### config.mk
export PLATFORM = sky130hd
export DESIGN_NAME = led_pulse_stretcher
export DESIGN_NICKNAME = d
export VERILOG_FILES = /design/src/rtl/led_pulse_stretcher.sv
export SDC_FILE = /design/constraint.sdc
export NUM_CORES = 1
export LEC_CHECK = 0
export CORE_ASPECT_RATIO = 0.7
export CORE_UTILIZATION = 65
export DETAILED_ROUTE_END_ITERATION = 7
export GPL_TIMING_DRIVEN = 0
export MAX_ROUTING_LAYER = met4
export PLACE_DENSITY_LB_ADDON = 0.25
export SYNTH_ARGS = -nofsm -noshare
export SYNTH_HDL_FRONTEND = slang
export SYNTH_SLANG_ARGS = --single-unit
### constraint.sdc
create_clock -name clk -period 4.3 [get_ports clk]
set_input_delay 0.43 -clock clk [delete_from_list [all_inputs] [get_ports clk]]
set_output_delay 0.43 -clock clk [all_outputs]
set_load 0.03 [all_outputs]
### src/rtl/led_pulse_stretcher.sv
// -----------------------------------------------------------------------------
// led_pulse_stretcher
//
// Turns single-cycle LED strobes from the heartbeat blinker into visible
// flashes. Each accepted rising edge of trig lights the LED solidly for
// HOLD_CYCLES clocks and then fades it out with 8-bit PWM, one brightness
// step every STEP_CYCLES clocks. A new edge during a flash restarts it from
// the solid-on phase.
//
// Parameters
//   HOLD_CYCLES : solid-on time per flash in clocks (>= 1)
//   STEP_CYCLES : clocks per brightness decrement during the fade (>= 1)
//
// Ports
//   clk       in   system clock
//   rst_n     in   asynchronous active-low reset
//   enable    in   block enable; low forces idle and ignores trig
//   trig      in   strobe input, only its rising edge counts
//   led_out   out  registered LED drive
//   busy      out  high while a flash is in progress
//   level     out  current brightness (255 hold, fading, 0 idle)
//   evt_count out  accepted trigger edges, wraps 65535 -> 0
// -----------------------------------------------------------------------------
module led_pulse_stretcher #(
    parameter int unsigned HOLD_CYCLES = 32'd12500000,
    parameter int unsigned STEP_CYCLES = 32'd48828
) (
    input  logic        clk,
    input  logic        rst_n,
    input  logic        enable,
    input  logic        trig,
    output logic        led_out,
    output logic        busy,
    output logic [7:0]  level,
    output logic [15:0] evt_count
);

    // Flash phases; the unused encoding is steered back to idle.
    localparam logic [1:0] ST_IDLE = 2'd0;
    localparam logic [1:0] ST_HOLD = 2'd1;
    localparam logic [1:0] ST_FADE = 2'd2;

    // Terminal counts: the counters start at 0 on phase entry.
    localparam logic [31:0] HOLD_LAST = 32'(HOLD_CYCLES - 32'd1);
    localparam logic [31:0] STEP_LAST = 32'(STEP_CYCLES - 32'd1);

    localparam logic [7:0] LEVEL_FULL = 8'd255;
    localparam logic [7:0] LEVEL_OFF  = 8'd0;

    logic        trig_d_r;
    logic [7:0]  pwm_cnt_r;
    logic [1:0]  state_r;
    logic [31:0] hold_cnt_r;
    logic [31:0] step_cnt_r;
    logic [7:0]  level_r;
    logic [15:0] evt_count_r;
    logic        led_out_r;

    logic        edge_s;
    logic        hold_done_s;
    logic        step_done_s;
    logic [1:0]  state_nxt_s;
    logic [31:0] hold_cnt_nxt_s;
    logic [31:0] step_cnt_nxt_s;
    logic [7:0]  level_nxt_s;
    logic [15:0] evt_count_nxt_s;
    logic        led_out_nxt_s;

    // Accepted trigger: rising edge of trig while enabled.
    assign edge_s      = trig & ~trig_d_r & enable;
    assign hold_done_s = (hold_cnt_r == HOLD_LAST);
    assign step_done_s = (step_cnt_r == STEP_LAST);

    // Flash sequencer next-state logic: idle -> hold -> fade -> idle.
    always_comb begin
        state_nxt_s    = state_r;
        hold_cnt_nxt_s = hold_cnt_r;
        step_cnt_nxt_s = step_cnt_r;
        level_nxt_s    = level_r;

        if (!enable) begin
            // Disable wins over everything, including a pending step.
            state_nxt_s    = ST_IDLE;
            hold_cnt_nxt_s = 32'd0;
            step_cnt_nxt_s = 32'd0;
            level_nxt_s    = LEVEL_OFF;
        end else begin
            case (state_r)
                ST_IDLE: begin
                    hold_cnt_nxt_s = 32'd0;
                    step_cnt_nxt_s = 32'd0;
                    if (edge_s) begin
                        state_nxt_s = ST_HOLD;
                        level_nxt_s = LEVEL_FULL;
                    end else begin
                        state_nxt_s = ST_IDLE;
                        level_nxt_s = LEVEL_OFF;
                    end
                end

                ST_HOLD: begin
                    level_nxt_s = LEVEL_FULL;
                    if (edge_s) begin
                        // Retrigger restarts the solid-on window.
                        hold_cnt_nxt_s = 32'd0;
                    end else if (hold_done_s) begin
                        state_nxt_s    = ST_FADE;
                        hold_cnt_nxt_s = 32'd0;
                        step_cnt_nxt_s = 32'd0;
                    end else begin
                        hold_cnt_nxt_s = hold_cnt_r + 32'd1;
                    end
                end

                ST_FADE: begin
                    if (edge_s) begin
                        // A new edge beats a coincident fade step.
                        state_nxt_s    = ST_HOLD;
                        level_nxt_s    = LEVEL_FULL;
                        hold_cnt_nxt_s = 32'd0;
                        step_cnt_nxt_s = 32'd0;
                    end else if (step_done_s) begin
                        step_cnt_nxt_s = 32'd0;
                        // <= 1 also catches a corrupted zero level so it
                        // cannot wrap back to full brightness.
                        if (level_r <= 8'd1) begin
                            level_nxt_s = LEVEL_OFF;
                            state_nxt_s = ST_IDLE;
                        end else begin
                            level_nxt_s = level_r - 8'd1;
                        end
                    end else begin
                        step_cnt_nxt_s = step_cnt_r + 32'd1;
                    end
                end

                default: begin
                    state_nxt_s    = ST_IDLE;
                    hold_cnt_nxt_s = 32'd0;
                    step_cnt_nxt_s = 32'd0;
                    level_nxt_s    = LEVEL_OFF;
                end
            endcase
        end
    end

    // Event counter next value; wraps naturally at 16 bits.
    always_comb begin
        if (edge_s) begin
            evt_count_nxt_s = evt_count_r + 16'd1;
        end else begin
            evt_count_nxt_s = evt_count_r;
        end
    end

    // LED drive decoded from the current state, registered one cycle later.
    always_comb begin
        case (state_r)
            ST_HOLD: led_out_nxt_s = 1'b1;
            ST_FADE: led_out_nxt_s = (pwm_cnt_r < level_r);
            default: led_out_nxt_s = 1'b0;
        endcase
    end

    // Trigger delay register for edge detection.
    always_ff @(posedge clk or negedge rst_n) begin
        if (!rst_n) begin
            trig_d_r <= 1'b0;
        end else begin
            trig_d_r <= trig;
        end
    end

    // Free-running PWM phase counter; never stalls, wraps 255 -> 0.
    always_ff @(posedge clk or negedge rst_n) begin
        if (!rst_n) begin
            pwm_cnt_r <= 8'd0;
        end else begin
            pwm_cnt_r <= pwm_cnt_r + 8'd1;
        end
    end

    // Sequencer state, timing counters and brightness level.
    always_ff @(posedge clk or negedge rst_n) begin
        if (!rst_n) begin
            state_r    <= ST_IDLE;
            hold_cnt_r <= 32'd0;
            step_cnt_r <= 32'd0;
            level_r    <= LEVEL_OFF;
        end else begin
            state_r    <= state_nxt_s;
            hold_cnt_r <= hold_cnt_nxt_s;
            step_cnt_r <= step_cnt_nxt_s;
            level_r    <= level_nxt_s;
        end
    end

    // Accepted-event counter; survives enable drops, cleared only by reset.
    always_ff @(posedge clk or negedge rst_n) begin
        if (!rst_n) begin
            evt_count_r <= 16'd0;
        end else begin
            evt_count_r <= evt_count_nxt_s;
        end
    end

    // Registered LED output.
    always_ff @(posedge clk or negedge rst_n) begin
        if (!rst_n) begin
            led_out_r <= 1'b0;
        end else begin
            led_out_r <= led_out_nxt_s;
        end
    end

    assign led_out   = led_out_r;
    assign busy      = (state_r != ST_IDLE);
    assign level     = level_r;
    assign evt_count = evt_count_r;

endmodule

==> results.cfg <==
[floorplan]
die_area_um2 = 8890
die_w_um = 112
rows = 27
start_util_pct = 68.8
coreArea_um2 = 8040
ios = 30
dieHeight_um = 79.2

[global_routing]
overflow = 0
grt_util_all_layers_pct = 34.7
antenna_found_initial = 0
grt_max_degree = 53
grt_pass1_wl_mm = 23.3
grt_pass1_vias = 4937

[placement]
dpl_cell_area_um2 = 5970
post-dp-hpwl_mm = 9.55
io_buffers = 29
place.gp.congestion = 0.893

[critical_path]
worst_path_most_repeated_cell = nor2_1
crit_arrival_ns = 3.15
reg2reg_slack_ns = 1.43
crit_type = flop to flop
path_buf_inv = 1
startpoint_type = flop
required_ns = 4.59
critical_path.max_stage_delay_ns = 0.77
crit_chain = ha_1 -> nor2b_1 -> nand4b_1 -> nor4_1 -> nor2_1 -> clkbuf_1 -> nor2_1 -> a22o_1
end_kind = flop
crit_path_max_fanout = 10
cp_slowest_cell = nor4_1
crit_family = simple AND/OR/NAND/NOR gates

[clock_tree]
root_buffer = clkbuf_16
cts_max_level = 3
post_cts_buffers = 0
cts_tree = yes
clock_sinks = 100
holdBufCountCts = 0
clk_pin_slew_ns = 0.07
cts.repair.resized = 0
numCtsBuffers = 9
max-clock-path-buffers = 2
clk_latency_ns = 0.35

[finish]
drive_above_1_share_pct = 5.67
design_area_um2 = 6290
final_nets = 669
fin_util_pct = 78.2
num_antenna_cells = 0
area.growth.synth_to_final_pct = 13.6

[synthesis]
ys_warn_count = 0
synthCells = 607
post_synth_num_cell_types = 56
ys_ff_latch = 100
async_flop_share_pct = 100
synth-edff-count = 0
syn_nets = 628
synthFlopType = dfrtp_1
yosysSeqAreaShare_pct = 45.2
syn_area_um2 = 5530
avgSynthCellArea_um2 = 9.12

[power]
ir_drop_uv = 315
clkPwrFrac_pct = 40.7
combPwrFrac_pct = 10.8
power.total_mw = 2.08
leakagePower_nw = 2.75
power_density_nw_per_um2 = 330
switching_power_mw = 0.537
p_int_mw = 1.54
power_frac_seq_pct = 48.5
p_sw_share_pct = 25.9

[timing]
max_freq_ghz = 0.349
tightest_slew_ns = 0.847
period_share_pct = 66.7
setup_violations = 0
finalCriticalPeriod_ns = 2.87
skew_ns = 0.0106
rsz0062_at_grt = no
finalHoldViolCount = 0
relSlewSlack_pct = 43.0
finalMaxSlewViolations = 0

[route]
wl_mm = 14.0
vias = 5092
drcViolationCount = 1
dr.pass1.iters = 8
viasPerCell = 6.75
drt_iter0_drc = 625
wl_per_cell_um = 18.5
antenna_left = 0

[worst_hold_path]
hold_path_class = primary input to async pin

[run_status]
outcome = complete, but fails checks
failed_checks = design-rule violations

[run]
max_cap_viol_count = 0
[worst reg2reg max path, stage by stage, from the launching register on]
cell	delay [ns]
dfrtp_1	0.41
ha_1	0.21
nor2b_1	0.22
nand4b_1	0.17
nor4_1	0.77
nor2_1	0.19
clkbuf_1	0.32
nor2_1	0.32
a22o_1	0.19
[state kept, by name (all words and copies together), names as in the netlist]
register    count
hold_cnt_r     32
step_cnt_r     32
evt_count      16
level           8
pwm_cnt_r       8
state_r         2
led_out         1
trig_d_r        1
[cells in the mapped netlist, types with 17 or more instances]
master	instances	area share [%]
xnor2_1	20	3.2
xor2_1	17	2.7
inv_1	31	2.1
nor4_1	17	1.9
a21o_1	23	3.1
o21ai_0	38	3.4
dfrtp_1	100	45
nand2_1	54	3.7
nor2_1	46	3.1
and3_1	19	2.1
nand3_1	47	4.3
ha_1	17	3.8
a21oi_1	22	2.0
nor3_1	23	2.1
[metal layers]
layer	global-route usage [%]	part of all wire, %	vias to the layer above
li1	-	-	2303
met1	43.8	42	2422
met2	55.5	47	310
met3	7.63	9.3	57
met4	13.9	2.5	0
met5	-	0	-
[cells by family (layout without fill, tap and decap cells)]
| group | Yosys count | in the layout | share of synthesized area, % |
|---|---|---|---|
| simple gates | 270 | 270 | 25.4 |
| mux | 2 | 2 | 0.407 |
| fa+ha+maj | 17 | 17 | 3.84 |
| compound gates | 132 | 132 | 15.6 |
| flops | 100 | 100 | 45.2 |
| xor+xnor | 37 | 37 | 5.86 |
| buf+inv | 49 | 95 | 3.66 |
[cell usage in the layout (no fill, tap or decap), types with 16 or more instances in the layout]
| master | netlist | routed |
|---|---|---|
| clkdlybuf4s50_1 | 0 | 28 |
| nor2_1 | 46 | 46 |
| ha_1 | 17 | 17 |
| o21ai_0 | 38 | 38 |
| nand2_1 | 54 | 54 |
| nand4_1 | 16 | 16 |
| nand3_1 | 47 | 47 |
| a21oi_1 | 22 | 22 |
| or3_1 | 16 | 16 |
| xnor2_1 | 20 | 20 |
| dfrtp_1 | 100 | 100 |
| inv_1 | 31 | 31 |
| nor4_1 | 17 | 17 |
| a21o_1 | 23 | 23 |
| nor3_1 | 23 | 23 |
| xor2_1 | 17 | 17 |
| and3_1 | 19 | 19 |
[power groups by stage]
stage	Clock (mW)	Sequential, mW	Combinational (mW)
final	0.845	1.01	0.225
after global placement	0	1.02	0.212
after floorplan	0	1.06	0.0743
after detailed placement	0	1.02	0.222
after CTS	0.848	1.01	0.224
after global routing	0.881	1.01	0.241
[stage by stage]
stage / setup TNS (ns) / instances / hold WS (ns) / worst slack [ns]
final: 0 / 754 / 0.106 / 1.43
after CTS: 0 / 754 / 0.135 / 1.52
after global routing: 0 / 754 / 0.178 / 1.31
after floorplan: 0 / 607 / 0.134 / 2.02
after detailed placement: 0 / 738 / 0.465 / 1.45
after global placement: -88.94 / 737 / 0.459 / -0.897
[layout make-up]
class / instances / area (um2)
multi-input combinational: 458 / 2830
tap: 101 / 126
clock inverter: 5 / 58.8
sequential: 100 / 2500
inverter: 31 / 116
timing repair buffer: 30 / 315
clock buffer: 11 / 253
buffer: 18 / 86.3
fill: 546 / 1750
[path summary, 6_finish.rpt]
kind,startpoint,end,depth (start not counted)
max,step_cnt_r[0]$_DFFE_PN0P_,level[3]$_DFFE_PN0N_,8
min,rst_n,step_cnt_r[30]$_DFFE_PN0P_,1
max reg2reg,step_cnt_r[0]$_DFFE_PN0P_,level[3]$_DFFE_PN0N_,8
min reg2reg,evt_count[15]$_DFFE_PN0P_,evt_count[15]$_DFFE_PN0P_,1
max in group asynchronous,rst_n,evt_count[14]$_DFFE_PN0P_,2
min in group clk,evt_count[15]$_DFFE_PN0P_,evt_count[15]$_DFFE_PN0P_,1
(Power assumes the default switching activity.)
